**config.mk**
```make
export PLATFORM = sky130hd
export DESIGN_NAME = s2p_a_flat
export DESIGN_NICKNAME = d
export VERILOG_FILES = /design/src/rtl/s2p_a_pkg.sv /design/src/rtl/s2p_a_if.sv /design/src/rtl/s2p_a.sv /design/src/flat_wrapper.sv
export SDC_FILE = /design/constraint.sdc
export NUM_CORES = 1
export LEC_CHECK = 0
export ABC_AREA = 1
export BUFFER_PORTS_ARGS = -buffer_cell sky130_fd_sc_hd__buf_2
export CAP_MARGIN = 20
export CORE_MARGIN = 8
export CORE_UTILIZATION = 60
export DETAILED_ROUTE_END_ITERATION = 8
export PLACE_DENSITY = 0.93
export SYNTH_ARGS = -nofsm -noshare
export SYNTH_HDL_FRONTEND = slang
export SYNTH_SLANG_ARGS = --single-unit
```
**constraint.sdc**
```tcl
create_clock -name clk -period 3.9 [get_ports clk]
set_clock_uncertainty 0.2 [all_clocks]
set_input_delay 0.195 -clock clk [delete_from_list [all_inputs] [get_ports clk]]
set_output_delay 0.195 -clock clk [all_outputs]
set_load 0.01 [all_outputs]
```
**src/rtl/s2p_a_pkg.sv**
```systemverilog
// s2p_a_pkg: constants and types shared by the activation serializer (p2s)
// and collector (s2p) blocks.
//   DW       - width of one signed activation word
//   N        - words per frame (neurons per layer slice)
//   CW       - width of the word-index counter
//   SEL_IDLE - layer-select code meaning "block idle"
//   act_t    - signed activation word
package s2p_a_pkg;
   localparam int DW = 16;
   localparam int N  = 5;
   localparam int CW = $clog2(N);

   localparam logic [3:0] SEL_IDLE = 4'b0000;

   typedef logic signed [DW-1:0] act_t;
endpackage

```
**src/rtl/s2p_a_if.sv**
```systemverilog
// s2p_a_if: serial word input and parallel frame output of the collector.
//   a_valid / a / a_ready          - serial word handshake (producer -> s2p)
//   out_valid / out_ready / a_par  - parallel frame handshake (s2p -> loader)
//   a_par[k] is word k of the frame, word 0 = first received, k at bits
//   [(k+1)*DW-1 : k*DW]; each element keeps the signed act_t type.
// Modports: master = producer/loader side, slave = collector side.
interface s2p_a_if;
   import s2p_a_pkg::*;

   logic               a_valid;
   act_t               a;
   logic               a_ready;
   logic               out_valid;
   logic               out_ready;
   act_t [N-1:0]       a_par;

   modport master (
      output a_valid, a, out_ready,
      input  a_ready, out_valid, a_par
   );

   modport slave (
      input  a_valid, a, out_ready,
      output a_ready, out_valid, a_par
   );
endinterface

```
**src/rtl/s2p_a.sv**
```systemverilog
// s2p_a: serial-to-parallel activation collector.
// Gathers N consecutive signed words into a collect buffer; the last word of
// a frame is written together with the first N-1 into the output buffer,
// which drives the parallel bus under a valid/ready handshake.
// Ports:
//   clk  - clock, rising edge
//   rst  - synchronous reset, active low
//   sel  - layer select; SEL_IDLE stops word acceptance
//   clr  - abort the partial frame (idx back to 0), output side untouched
//   busy - partial frame in progress
//   s    - serial in / parallel out handshakes (s2p_a_if.slave)
module s2p_a
   import s2p_a_pkg::*;
(
   input  logic       clk,
   input  logic       rst,
   input  logic [3:0] sel,
   input  logic       clr,
   output logic       busy,
   s2p_a_if.slave     s
);

   localparam logic [CW-1:0] LAST = CW'(N-1);

   logic [CW-1:0]  idx;
   act_t [N-2:0]   cmem;   // last word never lands here; it goes straight to omem
   act_t [N-1:0]   omem;
   logic           ovld;
   logic           acc;
   logic           last;

   assign last = (idx == LAST);

   // The final word needs a free output slot (or one being drained this
   // cycle); earlier words only need the block enabled and not aborting.
   assign s.a_ready = (sel != SEL_IDLE) && !clr &&
                      (!last || !ovld || s.out_ready);
   assign acc       = s.a_valid && s.a_ready;

   assign s.out_valid = ovld;
   assign s.a_par     = omem;
   assign busy        = (idx != '0);

   always_ff @(posedge clk) begin
      if (!rst) begin
         idx  <= '0;
         cmem <= '0;
         omem <= '0;
         ovld <= 1'b0;
      end else begin
         if (clr) begin
            idx <= '0;
         end else if (acc) begin
            if (last) begin
               omem[N-2:0] <= cmem;
               omem[N-1]   <= s.a;
               idx         <= '0;
            end else begin
               for (int k = 0; k < N-1; k++)
                  if (idx == CW'(k)) cmem[k] <= s.a;
               idx <= idx + CW'(1);
            end
         end

         // A completing frame wins over a consume: back-to-back frames
         // keep out_valid high with no bubble.
         if (acc && last)
            ovld <= 1'b1;
         else if (s.out_ready)
            ovld <= 1'b0;
      end
   end

endmodule

```
**src/flat_wrapper.sv**
```systemverilog
// flat-port wrapper written by rule: the top's interface ports become plain ports
module s2p_a_flat import s2p_a_pkg::*;
  (clk, rst, sel, clr, busy, s_a_valid, s_a, s_out_ready, s_a_ready, s_out_valid, s_a_par);
  s2p_a_if s_i ();
  input  logic clk;
  input  logic rst;
  input  logic [3:0] sel;
  input  logic clr;
  output logic busy;
  input wire logic [$bits(s_i.a_valid)-1:0] s_a_valid;
  input wire logic [$bits(s_i.a)-1:0] s_a;
  input wire logic [$bits(s_i.out_ready)-1:0] s_out_ready;
  output wire logic [$bits(s_i.a_ready)-1:0] s_a_ready;
  output wire logic [$bits(s_i.out_valid)-1:0] s_out_valid;
  output wire logic [$bits(s_i.a_par)-1:0] s_a_par;
  assign s_i.a_valid = s_a_valid;
  assign s_i.a = s_a;
  assign s_i.out_ready = s_out_ready;
  assign s_a_ready = s_i.a_ready;
  assign s_out_valid = s_i.out_valid;
  assign s_a_par = s_i.a_par;
  s2p_a u_core (.clk(clk), .rst(rst), .sel(sel), .clr(clr), .busy(busy), .s(s_i));
endmodule
```
==> results of run 1 <==
report_power, final:
part           total [mW]  switching, mW  internal (mW)
logic               0.284          0.198         0.0863
clock network        1.82          0.648           1.17
registers            1.56         0.0152           1.54
total                3.66          0.862           2.80
repair_timing:
action,CTS,global route
endpoints found under the hold margin,71,0
hold buffers,18,0
setup buffers,0,0
metal layers:
| metal | wire, um | up-vias |
|---|---|---|
| met5 | 0 | - |
| met3 | 1840 | 112 |
| met4 | 1090 | 0 |
| met2 | 8800 | 352 |
| met1 | 6870 | 2954 |
| li1 | - | 3112 |
worst max-delay path, stage by stage, from the launching register on:
cell,delay [ns]
dfxtp_1,0.38
inv_1,0.10
ha_1,0.21
nand2_1,0.20
nor2_1,0.11
nor2_4,0.20
buf_12,0.35
buf_2,0.21
final cells by class:
type | instances | area (um2) | share of cell area (%)
Tap cell | 136 | 170 | 2.21
Antenna cell | 1 | 2.50 | 0.0326
Inverter | 93 | 349 | 4.54
Sequential cell | 148 | 2960 | 38.5
Multi-Input combinational cell | 617 | 2770 | 36.0
Clock buffer | 19 | 422 | 5.49
Timing Repair Buffer | 132 | 786 | 10.2
Clock inverter | 12 | 228 | 2.96
worst max-delay path by stage:
| stage | from | endpoint | slack, ns | depth (start not counted) |
|---|---|---|---|---|
| 2_1_floorplan | u_core.idx[0]$_SDFFE_PP0N_ | u_core.s.a_par[49]$_SDFFE_PN0P_ | 1.92 | 10 |
| 3_3_place_gp | u_core.idx[0]$_SDFFE_PP0N_ | u_core.s.a_par[76]$_SDFFE_PN0P_ | 1.48 | 10 |
| 3_5_place_dp | u_core.idx[0]$_SDFFE_PP0N_ | u_core.s.a_par[66]$_SDFFE_PN0P_ | 1.35 | 10 |
| 4_1_cts | u_core.idx[0]$_SDFFE_PP0N_ | s_a_ready | 1.21 | 7 |
| 5_1_grt | u_core.idx[0]$_SDFFE_PP0N_ | u_core.s.a_par[67]$_SDFFE_PN0P_ | 1.02 | 10 |
| 6_report | u_core.idx[0]$_SDFFE_PP0N_ | s_a_ready | 1.21 | 7 |
through the flow:
step / power, mW / util [%] / instance area, um2
final: 3.66 / 74.5 / 7690
after global routing: 3.75 / 74.5 / 7690
after CTS: 3.64 / 74.4 / 7680
after detailed placement: 1.84 / 66.4 / 6850
after global placement: 1.84 / 66.4 / 6850
after floorplan: 1.77 / - / 6370
flip-flops by register name, summed over array words and instances, names as in the netlist:
| signal | cells |
|---|---|
| u_core.s.out_valid | 1 |
| u_core.s.a_par | 80 |
| u_core.idx | 3 |
| u_core.cmem | 64 |
cells in the mapped netlist, drive strengths merged:
master  instances
o21ai           2
dfxtp         148
inv            93
clkbuf         23
nand3           1
nor2          306
nand4         145
buf            50
nand2         158
ha              5
kinds of logic (layout without fill, tap and decap cells):
group           count (synthesis)  in the layout
other cells                     0              1
simple gates                  610            610
fa+ha+maj                       5              5
compound gates                  2              2
buf+inv                       166            256
flops                         148            148
cell usage in the layout (no fill, tap or decap), drive strengths merged:
master and n:
diode 1, nand3 1, ha 5, nor2 306, buf 114, inv 95
clkbuf 19, dlygate4sd3 18, clkinv 3, nand2 158, dfxtp 148, nand4 145
clkinvlp 1, o21ai 2, bufinv 6
==> impl_metrics.toml, run 1 <==
[cts]
worst_setup_hold_path_clk_slew_ns = 0.06
postCtsResizedCells = 0
htree_num_levels = 4
tritoncts = "built"
clock_latency_ns = 0.54
clock-root-buffer = "clkbuf_8"
cts_num_sinks = 148
cts_inserted_buffers = 17
clockBufferDepth = 2

[sta]
fin_crit_ns = 2.69
hold-worst-slack_ns = 0.000835
worst_slew_pin_slew_ns = 0.875
slew_headroom_pct = 41.7
fmax_ghz = 0.371
setup_viol_count_final = 0
fin_crit_sh_pct = 69.1
setup_slack_ns = 1.21
slew_violations = 0
number_of_hold_violations_in_the_final_report = 0
setup-tns-final_ns = 0
grt_setup_unrepaired = "false"

[floorplanning]
design.core.area_mm2 = 0.0103
rows = 37
initial_core_util_pct = 61.7
die_height_um = 119
floorplan.io_pins = 108
die_area_mm2 = 0.0142
die_x_um = 119

[run_status]
outcome = "completed"

[detailed_routing]
vias_after_detailed_routing = 6530
sum_of_routed_wire_length_over_all_layers_um = 18600
drt-initial-drc-count = 1065
drcViolationCount = 0
vias_per_cell = 5.64
drt_pre_antenna_iters = 6
routedWlPerCell_um = 16.1
number_of_routed_nets_with_antenna_violations = 0

[setup_path]
timing.rr.end = "u_core.s.a_par[67]$_SDFFE_PN0P_"
worstSetupEndpointType = "output pin"
worst_r2r_startpoint = "u_core.idx[0]$_SDFFE_PP0N_"
worst-r2r-cell-count = 10
crit_path_max_fanout = 95
worst_ep_arrival_time_ns = 2.30
element_type_at_the_critical_path_start = "flip-flop"
timing.critical_path.required_ns = 3.50
timing_worst_setup_path_type = "reg2out"
r2r_slack_ns = 1.21

[flow_run]
drv_cap = 0

[synth]
mappedNetlistArea_mm2 = 0.00637
synth_compound_area_share_pct = 0.157
post_synthesis_simple_gate_area_fraction_pct = 42.1
ys_types = 14
synth_top_family_by_area = "simple AND/OR/NAND/NOR gates"
syn_avg_cell_area_um2 = 6.84
synth_largest_type_area_fraction_pct = 46.5
synth-xor-area-share_pct = 0
postSynthCellCount = 931
yosys.area_share.adder_pct = 0.982
synth-seq-cells = 148
synth_area_leaders = "dfxtp_1 47%, nor2_1 18%, nand4_1 14%"
yosysTopAreaCell = "dfxtp_1"
share_of_cell_area_taken_by_muxes_after_synthesis_pct = 0
synthesis.nets = 961
yosysWarningCount = 0
synth_sequential_area_ratio_pct = 46.5

[grt]
first_global_vias = 6143
antenna_found_initial = 1
busiest_layer = "met2"
grt-ovfl-total = 0
grt.met3_usage_pct = 8.41
maximum_number_of_pins_on_one_net_before_global_route_repair = 96
grt.met2_usage_pct = 42.1
groute.usage.overall_pct = 26.0
grt.met1_usage_pct = 29.1
grt_pass1_wl_um = 30200

[min_path]
hold_path_startpoint = "rst"
end_point_of_the_worst_hold_path = "u_core.s.a_par[55]$_SDFFE_PN0P_"
hold_depth = 3
min_path_type = "in2reg"

[placement]
gp_routability_congestion = 0.831
place_hpwl_um = 9980
dp.cells = 1108
port-buffer-count = 107
pre_cts_ws_ns = 1.35

[cells_and_area]
areaGrowthSynthToFinish_pct = 20.7
layout-drive-gt1-share_pct = 14.8
instances_no_fill = 1158
final_nets = 1039
n_fill_cell = 730

[pwr]
max-vdd-ir-drop_mv = 0.283
power_per_cell_area_mw_per_mm2 = 476
power_leakage_nw = 3.41
Note: power is estimated with default switching activity, not from simulation.
==> run 2: changes to the inputs <==
ABC_AREA = 0   (was 1)
CORE_UTILIZATION = 49   (was 60)
PLACE_DENSITY = 0.84   (was 0.93)
clock period = 2.4 ns   (was 3.9 ns; I/O delays follow)
==> run 2 against run 1 <==
Compared with the run above:
- worst setup slack lost 1.1 ns
- sequential share of layout area increased by 4.5 points
- global-route usage shrank 7.3 points
- critical path depth down 1
- non-clock buffer count decreased by 10
- hold slack improved by 0.0058 ns
- sequential cell count unchanged
- total power up 50%
- cell count fell by 32%
- routed wire length is 27% lower
- synthesized cell count fell by 44%
- largest cell class unchanged
==> impl_metrics.toml, run 2 <==
[run_status]
outcome = "completed"

[pwr]
power_leakage_nw = 3.12
max-vdd-ir-drop_mv = 0.458
power_per_cell_area_mw_per_mm2 = 798

[floorplanning]
floorplan.io_pins = 108
die_x_um = 123
rows = 39
die_height_um = 123
design.core.area_mm2 = 0.0113
initial_core_util_pct = 50.0
die_area_mm2 = 0.0152

[grt]
antenna_found_initial = 1
maximum_number_of_pins_on_one_net_before_global_route_repair = 65
groute.usage.overall_pct = 18.7
first_global_vias = 4265
grt_pass1_wl_um = 21700
grt-ovfl-total = 0

[setup_path]
timing.rr.end = "u_core.s.a_par[56]$_SDFFE_PN0P_"
worst-r2r-cell-count = 6
worstPathBufferInverterCount = 2
worstSetupEndpointType = "flip-flop"
worst_path_largest_cell_delay_ns = 0.42
worst_ep_arrival_time_ns = 2.42
timing_worst_setup_path_type = "reg2reg"
worst_r2r_startpoint = "u_core.idx[0]$_SDFFE_PP0N_"
crit_path_max_fanout = 40
crit_path_top_delay_cell = "nor4_4"
element_type_at_the_critical_path_start = "flip-flop"
timing.critical_path.required_ns = 2.53
crit_chain = "inv_1 > ha_1 > nand2_2 > nor4_4 > buf_12 > mux2i_1"
r2r_slack_ns = 0.11
critical-path-top-delay-family = "simple AND/OR/NAND/NOR gates"

[sta]
setup_viol_count_final = 0
fmax_ghz = 0.436
setup-tns-final_ns = 0
fin_crit_sh_pct = 95.6
fin_crit_ns = 2.29
slew_headroom_pct = 56.9
grt_setup_unrepaired = "false"
slew_violations = 0
number_of_hold_violations_in_the_final_report = 0
worst_slew_pin_slew_ns = 0.646

[synth]
synthTopCellsByCount = "163 x nand2_1, 148 x dfxtp_1, 144 x mux2i_1"
ys_types = 27
postSynthCellCount = 521
yosysTopAreaCell = "dfxtp_1"
synth_top_flop_cell = "dfxtp_1"
synth_sequential_area_ratio_pct = 52.4
synth_enable_flop_cells = 0
yosysWarningCount = 0
synth_largest_type_area_fraction_pct = 52.4
asyncSetResetFlopFracSynth_pct = 0
synth-seq-cells = 148
mappedNetlistArea_mm2 = 0.00566
synthesis.nets = 551
syn_avg_cell_area_um2 = 10.9
synth_most_common_cell = "nand2_1"
synth_area_leaders = "dfxtp_1 52%, mux2i_1 25%, nand2_1 11%"

[cells_and_area]
n_fill_cell = 926
layout.cells.most_common = "nand2_1"
final-seq-area_mm2 = 0.00296
final_nets = 660
layout-drive-gt1-share_pct = 23.7
final_core_utilization_pct = 60.8
multi_input_area_mm2 = 0.00238
largest_register_ffs = 80
areaGrowthSynthToFinish_pct = 21.7
most-common-layout-cells = "163 x nand2_1, 148 x dfxtp_1, 144 x mux2i_1, 106 x buf_2, 17 x clkbuf_16"

[detailed_routing]
drt_pre_antenna_iters = 4
vias_after_detailed_routing = 4025
number_of_routed_nets_with_antenna_violations = 0
drcViolationCount = 0
vias_per_cell = 5.13
sum_of_routed_wire_length_over_all_layers_um = 13700
drt-initial-drc-count = 237
routedWlPerCell_um = 17.4

[placement]
place_hpwl_um = 9330
port-buffer-count = 107
gp_routability_congestion = 0.893

[min_path]
hold_path_startpoint = "s_a[10]"
min_path_type = "in2reg"
hold_depth = 3
end_point_of_the_worst_hold_path = "u_core.cmem[42]$_SDFFE_PN0P_"

[cts]
htree_num_levels = 4
clockBufferDepth = 2
tritoncts = "built"
cts_inserted_buffers = 17
cts_num_sinks = 148
number_of_setup_buffers_added_after_cts = 0
worst_setup_hold_path_clk_slew_ns = 0.06
clock-root-buffer = "clkbuf_16"
postCtsResizedCells = 0
clock_latency_ns = 0.41
postCtsHoldBufs = 9

[flow_run]
drv_cap = 0
-- run 2: kinds of logic (layout without fill, tap and decap cells) --
logic type,count (synthesis),after routing,share of synthesized area [%]
and+or+nand+nor,183,183,14.4
DFF,148,148,52.4
muxes,144,144,25.5
buffers and inverters,35,155,5.79
AOI/OAI and AO/OA,6,6,0.863
adders and majority gates,5,5,1.11
other,0,1,0
-- run 2: worst max-delay path by stage --
| stage | startpoint | end | slack, ns | cells past startpoint |
|---|---|---|---|---|
| after floorplan | u_core.idx[0]$_SDFFE_PP0N_ | u_core.s.a_par[64]$_SDFFE_PN0P_ | 0.49 | 7 |
| after global placement | u_core.idx[0]$_SDFFE_PP0N_ | u_core.s.a_par[67]$_SDFFE_PN0P_ | 0.29 | 6 |
| after detailed placement | u_core.idx[0]$_SDFFE_PP0N_ | u_core.s.a_par[63]$_SDFFE_PN0P_ | 0.16 | 6 |
| after CTS | u_core.idx[0]$_SDFFE_PP0N_ | u_core.s.a_par[56]$_SDFFE_PN0P_ | 0.13 | 6 |
| after global routing | u_core.idx[0]$_SDFFE_PP0N_ | u_core.s.a_par[63]$_SDFFE_PN0P_ | 0.03 | 6 |
| final | u_core.idx[0]$_SDFFE_PP0N_ | u_core.s.a_par[56]$_SDFFE_PN0P_ | 0.11 | 6 |
-- run 2: stage by stage --
step	power (mW)	setup WS, ns	cell area (um2)	cells	hold WS, ns
3_5_place_dp	2.71	0.160	6160	745	0.244
3_3_place_gp	2.70	0.295	6160	745	0.241
4_1_cts	5.53	0.129	6890	784	0.00151
2_1_floorplan	2.64	0.489	5660	521	0.0944
5_1_grt	5.66	0.0262	6890	785	0.0109
6_report	5.50	0.106	6890	785	0.00662
-- run 2: power by group --
group / switching [mW] / internal [mW]
Sequential: 0.00516 / 2.47
Combinational: 0.125 / 0.0636
Clock: 0.996 / 1.83
-- run 2: tightest hold or removal path, cell delays in order --
cell     delay (ns)
buf_2          0.08
nand2_1        0.19
mux2i_1        0.18
-- run 2: final cells by class --
cell class	instances	area share [%]
diodes	1	0.0363
flip-flops and latches	148	43.0
clock inverters	13	3.02
inverters	3	0.163
well taps	143	2.60
clock buffers	17	6.18
multi-input cells	338	34.5
repair buffers	122	10.5
-- run 2: layer usage --
layer  global-route usage [%]  vias up  part of all wire (%)
met2                     32.2      122                    50
met3                     5.48       31                   6.1
met1                     20.9     1912                    41
met4                     8.35        0                   2.7
li1                         -     1960                     -
met5                        0        -                     0
==> run 3: changes to the inputs <==
CORE_UTILIZATION = 55   (was 49)
PLACE_DENSITY = 0.88   (was 0.84)
SLEW_MARGIN = 20   (was default)
clock period = 2.6 ns   (was 2.4 ns; I/O delays follow)
==> run 3 against run 2 <==
Compared with the run above:
- design area rose by 1.7%
- largest cell class unchanged
- via count is 4.0% higher
- routed wire length grew 2.1%
- hold slack gained 0.050 ns
- non-clock buffer count rose by 17
- sequential power fell by 8%
==> impl_metrics.toml, run 3 (synthesis results as in run 2) <==
[min_path]
hold_depth = 4
min_path_type = "in2reg"

[setup_path]
timing_worst_setup_path_type = "reg2reg"
worst-r2r-cell-count = 6
timing.critical_path.required_ns = 2.83
crit_path_max_fanout = 9
worstSetupEndpointType = "flip-flop"
element_type_at_the_critical_path_start = "flip-flop"
worst_ep_arrival_time_ns = 2.63

[detailed_routing]
sum_of_routed_wire_length_over_all_layers_um = 14000
routedWlPerCell_um = 17.6
drt_pre_antenna_iters = 5
vias_after_detailed_routing = 4187
drcViolationCount = 0
number_of_routed_nets_with_antenna_violations = 0
vias_per_cell = 5.27
drt-initial-drc-count = 248

[sta]
number_of_hold_violations_in_the_final_report = 0
worst_slew_pin_slew_ns = 0.692
setup_slack_ns = 0.199
setup-tns-final_ns = 0
hold-worst-slack_ns = 0.0570
slew_headroom_pct = 53.9
grt_setup_unrepaired = "false"
setup_viol_count_final = 0
fmax_ghz = 0.416
fin_crit_ns = 2.40
slew_violations = 0
fin_crit_sh_pct = 92.4

[cts]
cts_inserted_buffers = 17
htree_num_levels = 4
number_of_setup_buffers_added_after_cts = 0
worst_setup_hold_path_clk_slew_ns = 0.06
clock-root-buffer = "clkbuf_8"
postCtsHoldBufs = 25
clockBufferDepth = 2
cts_num_sinks = 148
tritoncts = "built"
postCtsResizedCells = 0
clock_latency_ns = 0.52

[grt]
groute.usage.overall_pct = 20.0
first_global_vias = 4409
antenna_found_initial = 0
grt-ovfl-total = 0
maximum_number_of_pins_on_one_net_before_global_route_repair = 74
grt_pass1_wl_um = 22100

[cells_and_area]
antennaDiodeCount = 0
most-common-layout-cells = "163 x nand2_1, 148 x dfxtp_1, 144 x mux2i_1, 106 x buf_2, 25 x dlygate4sd3_1"
final-seq-area_mm2 = 0.00296
multi_input_area_mm2 = 0.00238
areaGrowthSynthToFinish_pct = 23.8
n_fill_cell = 690
final_nets = 677
largest_register_ffs = 80
layout.cells.most_common = "nand2_1"
layout-drive-gt1-share_pct = 23.1

[floorplanning]
die_area_mm2 = 0.0138
floorplan.io_pins = 108
rows = 37
design.core.area_mm2 = 0.0101
die_height_um = 117
initial_core_util_pct = 55.8
die_x_um = 117

[pwr]
power_leakage_nw = 3.19
max-vdd-ir-drop_mv = 0.452
power_per_cell_area_mw_per_mm2 = 700

[placement]
gp_routability_congestion = 0.901
port-buffer-count = 107
pre_cts_ws_ns = 0.288
place_hpwl_um = 9010

[run_status]
outcome = "completed"

[flow_run]
drv_cap = 0
run 3: power by group:
group          total [mW]  internal (mW)  switching (mW)
registers            2.29           2.28         0.00476
clock network        2.42           1.53           0.891
logic               0.189         0.0706           0.118
run 3: path summary, 6_finish.rpt:
| path | start | endpoint | slack, ns |
|---|---|---|---|
| max reg2reg | u_core.idx[0]$_SDFFE_PP0N_ | u_core.s.a_par[32]$_SDFFE_PN0P_ | 0.20 |
| min | sel[0] | u_core.idx[2]$_SDFFE_PP0N_ | 0.06 |
| min reg2reg | u_core.s.a_par[6]$_SDFFE_PN0P_ | u_core.s.a_par[6]$_SDFFE_PN0P_ | 0.25 |
| max | u_core.idx[0]$_SDFFE_PP0N_ | u_core.s.a_par[32]$_SDFFE_PN0P_ | 0.20 |
run 3: stage by stage:
stage	power (mW)	utilization [%]	instances	area (um2)
finish	4.90	69.1	795	7000
global route	5.03	69.1	795	7000
floorplan	2.44	-	521	5660
CTS	4.93	69.1	795	7000
detailed placement	2.49	60.8	739	6160
global placement	2.49	60.8	739	6160
run 3: layout make-up:
type / instances / area share (%)
multi-input cells: 338 / 33.9
clock buffers: 22 / 6.61
flip-flops and latches: 148 / 42.3
repair buffers: 139 / 12.7
inverters: 3 / 0.161
clock inverters: 9 / 1.82
well taps: 136 / 2.43
run 3: worst max-delay path, stage by stage (launching register included):
cell and delay, ns:
dfxtp_1 0.34, inv_1 0.13, ha_1 0.36, nand2_2 0.18
nor4_4 0.55, buf_4 0.32, mux2i_1 0.23
run 3: metal layers:
metal | wire (um) | track usage [%]
met5 | 0 | 0
met2 | 7060 | 34.6
met4 | 237 | 8.92
met1 | 5800 | 22.2
met3 | 860 | 6.00
